**config.mk**
```make
export PLATFORM = sky130hd
export DESIGN_NAME = seq_gen
export DESIGN_NICKNAME = d
export VERILOG_FILES = /design/src/rtl/seq_gen.sv
export SDC_FILE = /design/constraint.sdc
export NUM_CORES = 1
export LEC_CHECK = 0
export BUFFER_PORTS_ARGS = -buffer_cell sky130_fd_sc_hd__clkbuf_2
export CAP_MARGIN = 40
export CORE_UTILIZATION = 58
export CTS_BUF_LIST = sky130_fd_sc_hd__clkbuf_2
export CTS_CLUSTER_DIAMETER = 80
export DETAILED_ROUTE_END_ITERATION = 8
export PLACE_DENSITY_LB_ADDON = 0.2
export SLEW_MARGIN = 20
export SYNTH_ARGS = -nofsm -noshare
export SYNTH_HDL_FRONTEND = slang
export SYNTH_SLANG_ARGS = --single-unit
```
**constraint.sdc**
```tcl
create_clock -name clock -period 2.9 [get_ports clock]
set_input_delay 0.29 -clock clock [delete_from_list [all_inputs] [get_ports clock]]
set_output_delay 0.29 -clock clock [all_outputs]
set_load 0.02 [all_outputs]
```
**src/rtl/seq_gen.sv**
```systemverilog
// seq_gen: latches a parallel pattern and sends it MSB-first on x, optionally repeated.
// Define SEQ_GEN_PARITY_EN to append one XOR parity bit after the final pass.
module seq_gen #(
    parameter int W  = 8,
    parameter int LW = 4,
    parameter int RW = 4
) (
    input  logic          clock,
    input  logic          reset,
    input  logic          start,
    input  logic [W-1:0]  pattern,
    input  logic [LW-1:0] length,
    input  logic [RW-1:0] repeats,
    output logic          x,
    output logic          x_valid,
    output logic          busy,
    output logic          done
);

`ifdef SEQ_GEN_PARITY_EN
    typedef enum logic [1:0] {IDLE = 2'd0, SHIFT = 2'd1, DONE = 2'd2, PARITY = 2'd3} state_t;
`else
    typedef enum logic [1:0] {IDLE = 2'd0, SHIFT = 2'd1, DONE = 2'd2} state_t;
`endif

    localparam logic [LW-1:0] W_L = LW'(W);

    state_t        state_q, state_d;
    logic [W-1:0]  pat_q, pat_d;
    logic [LW-1:0] len_q, len_d;
    logic [LW-1:0] idx_q, idx_d;
    logic [RW-1:0] rep_q, rep_d;
    logic [LW-1:0] len_eff;
    logic          x_q, x_d;
    logic          x_valid_q, x_valid_d;
    logic          busy_q, busy_d;
    logic          done_q, done_d;
`ifdef SEQ_GEN_PARITY_EN
    logic          acc_q, acc_d;
`endif

    function automatic logic pick_bit(input logic [W-1:0] p, input logic [LW-1:0] idx);
        logic b;
        b = 1'b0;
        for (int i = 0; i < W; i++) begin
            if (idx == LW'(i)) b = p[i];
        end
        return b;
    endfunction

    assign len_eff = (length > W_L) ? W_L : length;

    // Outputs are registered, so they are derived from the next-state values.
    always_comb begin
        state_d   = state_q;
        pat_d     = pat_q;
        len_d     = len_q;
        idx_d     = idx_q;
        rep_d     = rep_q;
`ifdef SEQ_GEN_PARITY_EN
        acc_d     = acc_q;
`endif
        x_d       = 1'b0;
        x_valid_d = 1'b0;
        busy_d    = 1'b0;
        done_d    = 1'b0;

        case (state_q)
            IDLE: begin
                if (start) begin
                    if (len_eff != '0) begin
                        pat_d   = pattern;
                        len_d   = len_eff;
                        rep_d   = repeats;
                        idx_d   = len_eff - LW'(1);
`ifdef SEQ_GEN_PARITY_EN
                        acc_d   = 1'b0;
`endif
                        state_d = SHIFT;
                    end else begin
                        state_d = DONE;
                    end
                end
            end
            SHIFT: begin
`ifdef SEQ_GEN_PARITY_EN
                acc_d = acc_q ^ pick_bit(pat_q, idx_q);
`endif
                if (idx_q != '0) begin
                    idx_d = idx_q - LW'(1);
                end else if (rep_q != '0) begin
                    rep_d = rep_q - RW'(1);
                    idx_d = len_q - LW'(1);
                end else begin
`ifdef SEQ_GEN_PARITY_EN
                    state_d = PARITY;
`else
                    state_d = DONE;
`endif
                end
            end
`ifdef SEQ_GEN_PARITY_EN
            PARITY: state_d = DONE;
`endif
            DONE:    state_d = IDLE;
            default: state_d = IDLE;
        endcase

        case (state_d)
            SHIFT: begin
                x_d       = pick_bit(pat_d, idx_d);
                x_valid_d = 1'b1;
                busy_d    = 1'b1;
            end
`ifdef SEQ_GEN_PARITY_EN
            PARITY: begin
                x_d       = acc_d;
                x_valid_d = 1'b1;
                busy_d    = 1'b1;
            end
`endif
            DONE:    done_d = 1'b1;
            default: ;
        endcase
    end

    always_ff @(posedge clock) begin
        if (!reset) begin
            state_q   <= IDLE;
            pat_q     <= '0;
            len_q     <= '0;
            idx_q     <= '0;
            rep_q     <= '0;
`ifdef SEQ_GEN_PARITY_EN
            acc_q     <= 1'b0;
`endif
            x_q       <= 1'b0;
            x_valid_q <= 1'b0;
            busy_q    <= 1'b0;
            done_q    <= 1'b0;
        end else begin
            state_q   <= state_d;
            pat_q     <= pat_d;
            len_q     <= len_d;
            idx_q     <= idx_d;
            rep_q     <= rep_d;
`ifdef SEQ_GEN_PARITY_EN
            acc_q     <= acc_d;
`endif
            x_q       <= x_d;
            x_valid_q <= x_valid_d;
            busy_q    <= busy_d;
            done_q    <= done_d;
        end
    end

    assign x       = x_q;
    assign x_valid = x_valid_q;
    assign busy    = busy_q;
    assign done    = done_q;

endmodule

```
After elaboration in Yosys (flattened, before gate mapping)
Index checks and enable logic that the tools add are counted.
Word-level totals
  register bits after elaboration: 25
  logic and storage cells: 65
  input bits: 19
  output and inout port bits: 4
Cells by class
  equal/unequal tests: 14
  reductions and logical operators: 9
  magnitude comparators: 1
  $add $sub $neg: 4
  muxes and demuxes: 29
Operators by type and width (number)
  two-way mux 4 bit: 9
  two-way mux 8 bit: 3
  == test 4 x 3 -> 1 bit, second input constant: 4
  one-hot mux 4 bit (2 select lines): 2
  subtractor 4 x 1 -> 4 bit, second input constant: 4
  nonzero test 4 bit: 3
  two-way mux 1 bit: 10
  == test 4 x 2 -> 1 bit, second input constant: 2
  two-way mux 2 bit: 4
  != test 2 bit, second input constant: 4
  AND reduction 5 bit: 1
  == test 2 x 1 -> 1 bit, second input constant: 2
  == test 4 x 1 -> 1 bit, second input constant: 1
  > comparator 4 bit, second input constant: 1
  logical NOT 4 bit: 1
  one-hot mux 2 bit (2 select lines): 1
  AND reduction 3 bit: 1
  == test 2 bit, second input constant: 1
  logical NOT 2 bit: 1
  AND reduction 2 bit: 1
  nonzero test 2 bit: 1

Logic depth before layout (Yosys ltp)
  word-level depth: 15
  gate-level depth with buffers: 11
  depth with buffers taken out: 9

Least setup slack after synthesis
OpenSTA, ideal clock, no wires.
  path type: reg-to-reg
  start point: reg rep_q[0]
  end point: reg x_q, in the netlist x
  arrival: 2.318 ns
  stages on the path, launching flop included: 10
  buffers on the path: 0
  data required time: 2.780 ns
  clock period less this slack: 2.438 ns
  slack: 0.462 ns
  library setup time: 0.120 ns
  cell sequence: dfxtp_1 -> inv_1 -> ha_1 -> or3b_4 -> a21oi_1 -> o21ai_0 -> a222oi_1 -> mux4_1 -> mux2_1 -> o2bb2ai_1
Between the ends
  word-level cells in the longest chain between the ends: 13
  elaborated cells on any way between the ends: 25
  classes of those cells: 8 x eq/ne; 14 x mux; 3 x reduce/logical
Ends and longest elaborated chain
  start, declared: line 32  | logic [RW-1:0] rep_q, rep_d;
  start signal, assigned: line 146  | rep_q <= rep_d;
  nonzero test 4 bit (*): line 91  | end else if (rep_q != '0) begin
  two-way mux 4 bit: line 91
  two-way mux 4 bit: line 89  | if (idx_q != '0) begin
  one-hot mux 4 bit (2 select lines): line 68  | case (state_q)
  logical NOT 4 bit: line 46  | if (idx == LW'(i)) b = p[i];
  two-way mux 1 bit (8 in a row): line 46
  end signal, assigned: line 137  | x_q <= 1'b0;
  end signal, assigned: line 150  | x_q <= x_d;
  end, declared: line 34  | logic x_q, x_d;
Mark *: on every way between the ends. The rest lies on a longest branch, timed or not.
A chain may end at the register's enable or synchronous reset.

Worst setup path after layout
  start point: reg idx_q[1]
  end point: reg x_q, in the netlist x
Between the ends
  word-level cells in the longest chain between the ends: 12
  elaborated cells on any way between the ends: 27
  classes of those cells: 1 x add/sub; 8 x eq/ne; 15 x mux; 3 x reduce/logical
Ends and longest elaborated chain
  start, declared: line 31  | logic [LW-1:0] idx_q, idx_d;
  start signal, assigned: line 145  | idx_q <= idx_d;
  subtractor 4 x 1 -> 4 bit (tied with other cells): line 90  | idx_d = idx_q - LW'(1);
  two-way mux 4 bit (on tied branches): line 89, 70
  one-hot mux 4 bit (2 select lines): line 68
  logical NOT 4 bit: line 46
  two-way mux 1 bit (8 in a row): line 46
Parallel ways exist; a longest one is shown, timed or not.

==> results.cfg <==
[global_routing]
gr-usage-all-layers = 0.275
antenna_found_initial = 0
grt_max_degree = 25
grt_pass1_vias = 1326
grt_pass1_wl_mm = 5.53
overflow = 0

[floorplan]
die-area_um2 = 2750
row_count = 17
initial_core_util = 0.642
die_w_um = 52.4
core-area_um2 = 2300
io_pins = 23
chipHeight_um = 52.4

[setup_path]
start_kind = flip-flop
reg2reg_depth = 9
cp_common_cell = a22oi_1
crit_fanout = 7
max_stage_delay_ps = 480
cp_cell_sequence = inv_1 -> ha_1 -> or3b_1 -> a2111oi_4 -> a221oi_4 -> a21bo_2 -> a22oi_1 -> a22oi_1 -> o2bb2ai_1
cp.arrival_ps = 2860
timing.rr.end = x
required_ps = 3190
crit_end = x
crit_type = reg2reg
slowest_stage = or3b_1
endpoint_kind = flip-flop
reg2reg_from = idx_q[1]
startpoint = idx_q[1]
reg2reg_slack_ps = 330

[final_layout]
ff_latch_area_um2 = 500
syn_to_final_growth_pct = 10.4
fillers = 206
nNetsFinal = 218
multiInputGateArea_um2 = 913
diodes = 0
drive_gt1_frac = 0.171

[yosys]
synth.net_count = 196
synth_edf_count = 0
async_flop_share = 0
netlist_instances = 172
yosysWarningCount = 0
syn_area_per_cell_um2 = 8.57
ys_seq_area_frac = 0.340
synth_flop_cell = dfxtp_1
ys_ff_latch = 25
ys_types = 42
netlist_area_um2 = 1470

[clock_tree]
cts-htree-levels = 1
path_clk_slew_ps = 220
cts_root_buffer = clkbuf_2
postCtsResizedCells = 0
holdBufCountCts = 0
cts_tree = done
postCtsSetupBuffers = 0
cts_buffer_depth = 2
clkLatencyLatePin_ps = 340
cts.sinks = 25
cts_buffers = 3

[timing]
hold_viol = 0
tns_ps = 0
fin_crit_sh = 0.885
relSlewSlack = 0.623
post-route-min-period_ps = 2570
drv_slew = 0
clock.fmax_mhz = 390
skew_ps = 4.65
final.setup.worst_slack_ps = 335
setup_viol = 0
tightestPinTransition_ps = 565
rsz0062_at_grt = no

[drt]
viasPerCell = 5.89
route.detailed.drc = 0
finalWirelength_mm = 3.23
drtIter0Drc = 31
vias = 1302
drt_first_pass_iters = 4
postRouteAntennaNets = 0
wl_per_cell_um = 14.6

[power_and_ir_drop]
leakage_uw = 0.000677
power_density_nw_per_um2 = 591
peakVddDrop_mv = 0.339

[hold_path]
hp-class = in2reg

[flow_run]
cap_violations = 0

[place]
gp_congestion = 0.968
pre_cts_ws_ps = 254
dp_hpwl_mm = 2.48
io_buffer_count = 22

[status]
status = complete, no violations
-- cell families after synthesis --
kind of cell,count (synthesis),synth area share
xor gates and xnor gates,3,0.0178
AOI/OAI and AO/OA,52,0.271
adders and majority gates,5,0.0424
and+or+nand+nor,67,0.232
DFF,25,0.340
buffers and inverters,15,0.0407
muxes,5,0.0569
-- layout make-up --
class | instances | area share
Sequential cell | 25 | 0.307
Timing Repair Buffer | 25 | 0.0815
Multi-Input combinational cell | 132 | 0.561
Tap cell | 28 | 0.0215
Clock buffer | 4 | 0.0123
Inverter | 7 | 0.0161
-- where the power goes --
| group | switching [uW] | internal (uW) | leakage, uW |
|---|---|---|---|
| clock | 100 | 36.4 | 0.0000166 |
| sequential | 36.5 | 384 | 0.000205 |
| combinational | 230 | 175 | 0.000455 |
-- synthesized netlist by cell type, types with 3 or more instances --
library cell | number | share of area
a21oi_1 | 6 | 0.020
clkbuf_1 | 6 | 0.015
nor2b_1 | 4 | 0.017
dfxtp_1 | 25 | 0.34
nand2b_1 | 7 | 0.030
nor2_1 | 6 | 0.015
a31oi_1 | 3 | 0.013
nand2_1 | 28 | 0.071
and2_1 | 5 | 0.021
nor3_1 | 5 | 0.017
o21ai_0 | 10 | 0.034
nor3b_1 | 5 | 0.025
a22oi_1 | 5 | 0.025
inv_1 | 7 | 0.018
ha_1 | 5 | 0.042
a21boi_0 | 10 | 0.051
-- worst min-delay path by stage --
| stage | cells after the start | end | from |
|---|---|---|---|
| after floorplan | 2 | pat_q[0] | pattern[0] |
| after global placement | 2 | pat_q[6] | pat_q[6] |
| after detailed placement | 2 | pat_q[7] | pat_q[7] |
| after CTS | 3 | pat_q[7] | pattern[7] |
| after global routing | 3 | pat_q[7] | pattern[7] |
| final | 3 | pat_q[7] | pattern[7] |
-- per-layer routing --
| metal | track usage | up-vias | wire, um |
|---|---|---|---|
| met5 | 0 | - | 0 |
| met4 | 0.110 | 0 | 53 |
| met3 | 0.0377 | 6 | 95 |
| met2 | 0.496 | 27 | 1610 |
| met1 | 0.323 | 606 | 1470 |
| li1 | - | 663 | - |
-- worst max-delay path, delay by kind of cell, from the launching register on --
kind | cells | cell delay (ps)
AO/OA/AOI/OAI | 6 | 1250
AND/OR/NAND/NOR | 1 | 480
flip-flops | 1 | 400
adder cells (fa/ha/maj) | 1 | 240
buffers and inverters | 1 | 150
-- stage by stage --
| step | total power, uW | cell area (um^2) | hold WS (ps) | cells | util |
|---|---|---|---|---|---|
| after floorplan | 727 | 1470 | 435 | 172 | - |
| after global routing | 1030 | 1630 | 138 | 221 | 0.709 |
| final | 962 | 1630 | 153 | 221 | 0.709 |
| after CTS | 964 | 1630 | 138 | 221 | 0.709 |
| after global placement | 809 | 1610 | 451 | 217 | 0.700 |
| after detailed placement | 827 | 1610 | 459 | 217 | 0.700 |
-- registers in the layout, summed over array words and instances (netlist names) --
register  cells
pat_q         8
x             1
busy          1
done          1
state_q       2
len_q         4
rep_q         4
idx_q         4
-- placed cells by master (no fill, tap or decap), types with 5 or more instances in the layout --
master    instances
nand2b_1          7
a21boi_0         10
a22oi_1           5
inv_1             7
clkbuf_2         26
nor2_1            6
nor3_1            5
nor3b_1           5
dfxtp_1          25
and2_1            5
ha_1              5
nand2_1          28
a21oi_1           6
o21ai_0          10
No activity file was read; power rests on OpenSTA's default activity.
